File: src/rtl/complex_demul.sv
// Inverse 45-degree rotator for the FFT return path.
// One constant multiplier is shared between the a and b results.
module complex_demul #(
  parameter int N = 4,
  parameter int K = 23170
) (
  input  logic                clk,
  input  logic                rst,
  input  logic [(2**N)-1:0]   real_ip,
  input  logic [(2**N)-1:0]   image_ip,
  input  logic                in_valid,
  output logic                in_ready,
  output logic [(2**N)-1:0]   a_op,
  output logic [(2**N)-1:0]   b_op,
  output logic                out_valid,
  input  logic                out_ready
);

  localparam int W = 2**N;

  localparam logic [1:0] IDLE  = 2'd0;
  localparam logic [1:0] MUL_A = 2'd1;
  localparam logic [1:0] MUL_B = 2'd2;
  localparam logic [1:0] DONE  = 2'd3;

  localparam logic signed [W:0] KC = (W+1)'(K);

  localparam logic signed [2*W+1:0] MAXV =
    {{(W+3){1'b0}}, {(W-1){1'b1}}};
  localparam logic signed [2*W+1:0] MINV =
    {{(W+3){1'b1}}, {(W-1){1'b0}}};

  logic [1:0]             state;
  logic signed [W:0]      s_a;
  logic signed [W:0]      s_b;
  logic signed [W:0]      mop;
  logic signed [2*W+1:0]  prod;
  logic signed [2*W+1:0]  shf;
  logic [W-1:0]           satv;
  logic                   take;
  logic                   give;
  logic signed [W:0]      sum_ab;
  logic signed [W:0]      dif_ab;

  assign in_ready  = !rst &&
    ((state == IDLE) || ((state == DONE) && out_ready));
  assign out_valid = (state == DONE);
  assign take      = in_valid && in_ready;
  assign give      = out_valid && out_ready;

  // one extra bit keeps the pre-add/subtract exact
  assign sum_ab = $signed({real_ip[W-1], real_ip})
                + $signed({image_ip[W-1], image_ip});
  assign dif_ab = $signed({image_ip[W-1], image_ip})
                - $signed({real_ip[W-1], real_ip});

  assign mop  = (state == MUL_B) ? s_b : s_a;
  assign prod = mop * KC;
  assign shf  = prod >>> (W-1);

  always_comb begin
    satv = shf[W-1:0];
    if (shf > MAXV)
      satv = {1'b0, {(W-1){1'b1}}};
    else if (shf < MINV)
      satv = {1'b1, {(W-1){1'b0}}};
  end

  always_ff @(posedge clk or posedge rst) begin
    if (rst) begin
      state <= IDLE;
      s_a   <= '0;
      s_b   <= '0;
      a_op  <= '0;
      b_op  <= '0;
    end else begin
      unique case (state)
        IDLE: begin
          if (take) begin
            s_a   <= sum_ab;
            s_b   <= dif_ab;
            state <= MUL_A;
          end
        end
        MUL_A: begin
          a_op  <= satv;
          state <= MUL_B;
        end
        MUL_B: begin
          b_op  <= satv;
          state <= DONE;
        end
        DONE: begin
          if (give) begin
            if (take) begin
              s_a   <= sum_ab;
              s_b   <= dif_ab;
              state <= MUL_A;
            end else begin
              state <= IDLE;
            end
          end
        end
        default: state <= IDLE;
      endcase
    end
  end

endmodule

File: config.mk
export PLATFORM = sky130hd
export DESIGN_NAME = complex_demul
export DESIGN_NICKNAME = d
export VERILOG_FILES = /design/src/rtl/complex_demul.sv
export SDC_FILE = /design/constraint.sdc
export NUM_CORES = 1
export LEC_CHECK = 0
export ABC_CLOCK_PERIOD_IN_PS = 13500
export BUFFER_PORTS_ARGS = -buffer_cell sky130_fd_sc_hd__clkbuf_2
export CAP_MARGIN = 20
export CORE_ASPECT_RATIO = 1.25
export CORE_MARGIN = 4
export CORE_UTILIZATION = 50
export CTS_CLUSTER_SIZE = 12
export DETAILED_ROUTE_END_ITERATION = 8
export PLACE_DENSITY = 0.66
export SLEW_MARGIN = 20
export SYNTH_ARGS = -nofsm -noshare
export SYNTH_HDL_FRONTEND = slang
export SYNTH_SLANG_ARGS = --single-unit
File: constraint.sdc
create_clock -name clk -period 13.5 [get_ports clk]
set_clock_uncertainty 0.05 [all_clocks]
set_input_delay 2.025 -clock clk [delete_from_list [all_inputs] [get_ports clk]]
set_output_delay 2.025 -clock clk [all_outputs]
set_load 0.02 [all_outputs]
==> results.cfg, run 1 <==
[clocking]
clock_sinks = 67
clock_path_buffers = 2
cts.repair.resized = 0
cts-buffers-inserted = 9
cts_htree_levels = 3
clkLatencyLatePin_ns = 0.33
cts_setup_buffers = 0
cts.clk_slew.worst_paths_ns = 0.06
clk_root_buffer_cell = clkbuf_16
postCtsHoldBufs = 0
cts_tree = done

[route]
drt-initial-drc-count = 178
dr_total_vias = 5866
routedWlPerCell_um = 14.0
dr.pass1.iters = 4
routed_wl_um = 15700
drcViolationCount = 0
routed_via_density = 5.21
ant_nets = 0

[final_layout]
final_cell_area_mm2 = 0.00898
fin_nets = 1146
area_delta_synth_final_pct = 10.4
antenna_cells = 0
drive_above_1_share_pct = 13.2
n_fill_cell = 1463
multiInputGateArea_mm2 = 0.00589
seqCellArea_mm2 = 0.00168

[critical_path]
crit_chain = inv_1 > ha_2 > buf_4 > mux2i_1 > clkinv_1 > ha_1 > inv_1 > fa_1 > inv_1 > fa_1 > fa_1 > fa_1 > ha_1 > ha_1 > a21o_1 > a21oi_1 > o21ai_0 > a31oi_1 > nor2b_1 > a211o_1 > xor2_1 > a211oi_2 > nand3_2 > a311o_1
cp_data_required_time_ns = 13.66
critPathArrivalTime_ns = 8.11
cp_slowest_cell = mux2i_1
ff2ff_setup_slack_ns = 5.55
endpoint_kind = flop
cp_common_cell = fa_1
critPathMaxFanout = 54
startpoint = state[0]
crit_type = flop to flop
crit_path_start_kind = flop
crit_path_end = b_op[2]
reg2reg_depth = 24
slowest_delay_ns = 0.56
timing.rr.start = state[0]
r2r-end = b_op[2]

[synthesis]
synth_most_common_cell = ha_1
yosys_most_used_dff = dfrtp_1
synth_edf_count = 0
syn-num-nets = 1095
synth_cell_types = 61
ys_ff_latch = 67
synth_top_area_share_pct = 21.2
syn_area_mm2 = 0.00813
yosysWarningCount = 0
syn-instance-count = 858
synth-async-reset-ratio_pct = 100
synth.area.top_cells = ha_1 21%, dfrtp_1 21%, fa_1 16%, inv_1 5.3%, xnor2_1 4.5%
synth_area_leader_cell = ha_1
yosysSeqAreaShare_pct = 20.6
synth_common_cells = 138 x ha_1, 114 x inv_1, 67 x dfrtp_1
syn-mean-instance-area_um2 = 9.48

[die]
die_h_um = 151
die-width_um = 122
fp-row-count = 51
coreArea_mm2 = 0.0158
dieArea_mm2 = 0.0184
ios = 70
initial_core_util_pct = 51.6

[timing]
holdWs_ns = 0.425
slew_headroom_pct = 43.2
rsz0062_at_grt = no
fmax_ghz = 0.126
finalCritPeriodShare_pct = 58.9
finalMaxSlewViolations = 0
tns_ns = 0
finalCriticalPeriod_ns = 7.95
setup_viol = 0
final_hold_viol_count = 0
worstMarginPinSlew_ns = 0.852

[global_route]
first_global_vias = 5999
antenna_found_initial = 0
grt_max_degree = 69
track_usage_pct = 18.3
overflow = 0
grt_pass1_wl_um = 27600

[placed_design]
hpwl_um = 12700
place_congestion = 0.907
place_area_mm2 = 0.00862
numPortBuffers = 69

[worst_hold_path]
min_path_type = flop to flop

[outcome]
status = complete, no violations

[job]
maxCapViolCount = 0
-- state kept, by name, indices dropped and copies added (netlist names) --
name and cells:
s_b 17, a_op 16, b_op 16, s_a 16, state 2
-- final cells by class --
class	instances	share of cell area [%]
clock buffers	11	2.70
clock inverters	5	1.11
inverters	115	4.81
multi-input cells	643	65.6
flip-flops and latches	67	18.7
well taps	212	2.95
repair buffers	73	4.18
-- logic make-up (layout without fill, tap and decap cells) --
family	count (synthesis)	in the layout	share of synthesized area (%)
fa+ha+maj	201	201	36.7
xor+xnor	52	52	5.60
buf+inv	148	204	7.25
mux	26	26	3.54
flops	67	67	20.6
compound gates	158	158	13.5
simple gates	206	206	12.7
-- cells in the final DEF, fill, tap and decap left out, types with 8 or more instances in the layout --
master,synthesis,final
a311o_1,30,30
fa_1,63,63
nor2b_1,41,41
nor2_1,52,52
clkbuf_16,0,9
clkbuf_2,0,69
nand2b_1,8,8
nand2_1,48,48
nor3_1,16,16
nand3_1,12,10
inv_1,114,113
dfrtp_1,67,67
xor2_1,10,10
xnor2_1,42,42
mux2_2,18,18
o21ai_0,46,46
a21oi_1,33,33
ha_1,138,136
-- critical path, delay by kind of cell (launching register included) --
family	cells	cell delay, ns
AO/OA/AOI/OAI	7	1.81
XOR/XNOR	1	0.17
adder cells (fa/ha/maj)	8	3.05
buffers and inverters	5	1.16
flip-flops	1	0.40
multiplexers	1	0.56
AND/OR/NAND/NOR	2	0.59
-- metrics by stage --
stage | cells | setup slack [ns] | utilization (%)
after floorplan | 858 | 6.56 | -
after global placement | 1110 | 5.51 | 54.7
after detailed placement | 1110 | 5.26 | 54.7
after CTS | 1126 | 5.24 | 56.9
after global routing | 1126 | 5.10 | 57.0
final | 1126 | 5.55 | 57.0
-- routing by layer --
metal	wire (µm)	vias to the layer above	track usage [%]	part of all wire (%)
met2	7680	94	31.9	49
li1	-	3017	-	-
met5	0	-	0	0
met3	455	22	2.29	2.9
met1	7220	2733	23.4	46
met4	368	0	6.16	2.3
-- worst min-delay path by stage --
| stage | start | endpoint | slack [ns] | cells past startpoint |
|---|---|---|---|---|
| 2_1_floorplan | s_b[1] | s_b[1] | 0.39 | 2 |
| 3_5_place_dp | s_b[5] | s_b[5] | 0.42 | 2 |
| 5_1_grt | s_b[3] | s_b[3] | 0.45 | 2 |
| 4_1_cts | s_b[5] | s_b[5] | 0.43 | 2 |
| 6_report | s_b[5] | s_b[5] | 0.43 | 2 |
| 3_3_place_gp | s_a[4] | s_a[4] | 0.41 | 2 |
Power of run 1 is left out: the tool's default activity adds up to more than one toggle a clock period on the data nets, which glitch-free logic cannot reach.
==> run 2: changes to the inputs <==
--- a/config.mk
+++ b/config.mk
@@ -5,7 +5,7 @@
 export SDC_FILE = /design/constraint.sdc
 export NUM_CORES = 1
 export LEC_CHECK = 0
-export ABC_CLOCK_PERIOD_IN_PS = 13500
+export ABC_CLOCK_PERIOD_IN_PS = 7700
 export BUFFER_PORTS_ARGS = -buffer_cell sky130_fd_sc_hd__clkbuf_2
 export CAP_MARGIN = 20
 export CORE_ASPECT_RATIO = 1.25
==> constraint.sdc (replaced) <==
create_clock -name clk -period 7.7 [get_ports clk]
set_clock_uncertainty 0.05 [all_clocks]
set_input_delay 1.155 -clock clk [delete_from_list [all_inputs] [get_ports clk]]
set_output_delay 1.155 -clock clk [all_outputs]
set_load 0.02 [all_outputs]
==> run 2 against run 1 <==
- cell area shrank 0.13%
- global-route usage increased by 0.25 points
- fmax increased by 11%
- final cell count is 0.36% higher
- sequential share of layout area barely moved
- largest cell class unchanged
==> results.cfg, run 2 (same netlist as run 1, synthesis figures left out) <==
[route]
dr.pass1.iters = 4
drcViolationCount = 0
route.met2.wl_um = 7770
routed_wl_um = 16000
dr_total_vias = 5969
drt-initial-drc-count = 202
met3_length_um = 576
routedWlPerCell_um = 14.1
ant_nets = 0
drt-met1-wl_um = 7290
highest_layer = met4
routed_via_density = 5.28

[final_layout]
post-route-util_pct = 56.9
largest_register_ffs = 17
largest_register = s_b
mostFrequentLayoutCells = 136 x ha_1, 113 x inv_1, 69 x clkbuf_2
area_delta_synth_final_pct = 10.3
fin_nets = 1151
drive_above_1_share_pct = 13.5
instances_no_fill = 1130
final_common_cell = ha_1
antenna_cells = 0

[timing]
finalCritPeriodShare_pct = 93.1
slew_headroom_pct = 42.6
final_hold_viol_count = 0
setup_viol = 0
worstMarginPinSlew_ns = 0.860
fmax_ghz = 0.139
rsz0062_at_grt = no
finalCriticalPeriod_ns = 7.17
finalMaxSlewViolations = 0
tns_ns = 0

[critical_path]
ff2ff_setup_slack_ns = 0.53
crit_type = flop to flop
slowest_delay_ns = 0.52
crit_chain = inv_1 > ha_2 > buf_4 > mux2i_1 > inv_1 > ha_1 > inv_1 > fa_1 > inv_1 > fa_1 > fa_1 > fa_1 > ha_1 > ha_1 > a21oi_1 > o21ai_0 > a21oi_1 > a21oi_2 > o21ai_1 > a31oi_4 > a21oi_1 > xnor2_1 > and3b_1 > a311o_1
cp_slowest_cell = fa_1
startpoint = state[0]
crit_path_start_kind = flop
r2r-end = a_op[2]
critPathMaxFanout = 15
reg2reg_depth = 24
critPathArrivalTime_ns = 7.34
crit_path_end = a_op[2]
timing.rr.start = state[0]
cp_data_required_time_ns = 7.87
endpoint_kind = flop

[global_route]
track_usage_pct = 18.6
overflow = 0
grt_max_degree = 69
grt_pass1_wl_um = 27700
first_global_vias = 5897
antenna_found_initial = 0

[clocking]
clk_root_buffer_cell = clkbuf_16
cts-buffers-inserted = 9
cts_setup_buffers = 0
clkLatencyLatePin_ns = 0.33
clock_sinks = 67
cts.repair.resized = 0
cts.clk_slew.worst_paths_ns = 0.06
cts_htree_levels = 3
cts_tree = done
clock_path_buffers = 2
postCtsHoldBufs = 0

[placed_design]
placed_cells = 1114
hpwl_um = 13000
numPortBuffers = 69
place_congestion = 0.872

[job]
maxCapViolCount = 0

[die]
initial_core_util_pct = 51.6
die-width_um = 122
die_h_um = 151
ios = 70
fp-row-count = 51
dieArea_mm2 = 0.0184
coreArea_mm2 = 0.0158

[worst_hold_path]
min_path_type = flop to flop

[outcome]
status = complete, no violations
[run 2: area by class of cell]
type | instances | area [µm²]
fillers | 1445 | 6790
repair buffers | 78 | 425
clock buffers | 11 | 243
clock inverters | 4 | 51.3
well taps | 212 | 265
multi-input cells | 643 | 5880
inverters | 115 | 432
flip-flops and latches | 67 | 1680
[run 2: routing by layer]
metal,vias to the layer above,GRT usage (%)
met5,-,0
met4,0,6.39
met3,20,2.48
met2,98,31.7
met1,2818,24.2
li1,3033,-
[run 2: worst min-delay path by stage]
stage / from / to / slack, ns / cells past startpoint
6_report: s_b[3] / s_b[3] / 0.42 / 2
5_1_grt: s_a[3] / s_a[3] / 0.46 / 2
4_1_cts: s_b[3] / s_b[3] / 0.43 / 2
3_5_place_dp: s_b[3] / s_b[3] / 0.41 / 2
3_3_place_gp: s_b[3] / s_b[3] / 0.41 / 2
2_1_floorplan: s_b[1] / s_b[1] / 0.39 / 2
[run 2: critical path, delay by kind of cell (launching register included)]
| family | cells | cell delay (ns) |
|---|---|---|
| fa+ha+maj | 8 | 3.19 |
| compound gates | 8 | 1.62 |
| buf+inv | 5 | 0.67 |
| mux | 1 | 0.47 |
| flops | 1 | 0.40 |
| simple gates | 1 | 0.40 |
| xor+xnor | 1 | 0.22 |
[run 2: metrics by stage]
step,hold WS [ns],area (µm²),setup slack [ns]
6_report,0.421,8970,0.529
5_1_grt,0.459,8970,0.0536
4_1_cts,0.427,8950,0.462
3_5_place_dp,0.414,8650,0.488
3_3_place_gp,0.407,8650,0.564
2_1_floorplan,0.394,8130,0.757
Power of run 2 is left out for the same reason.
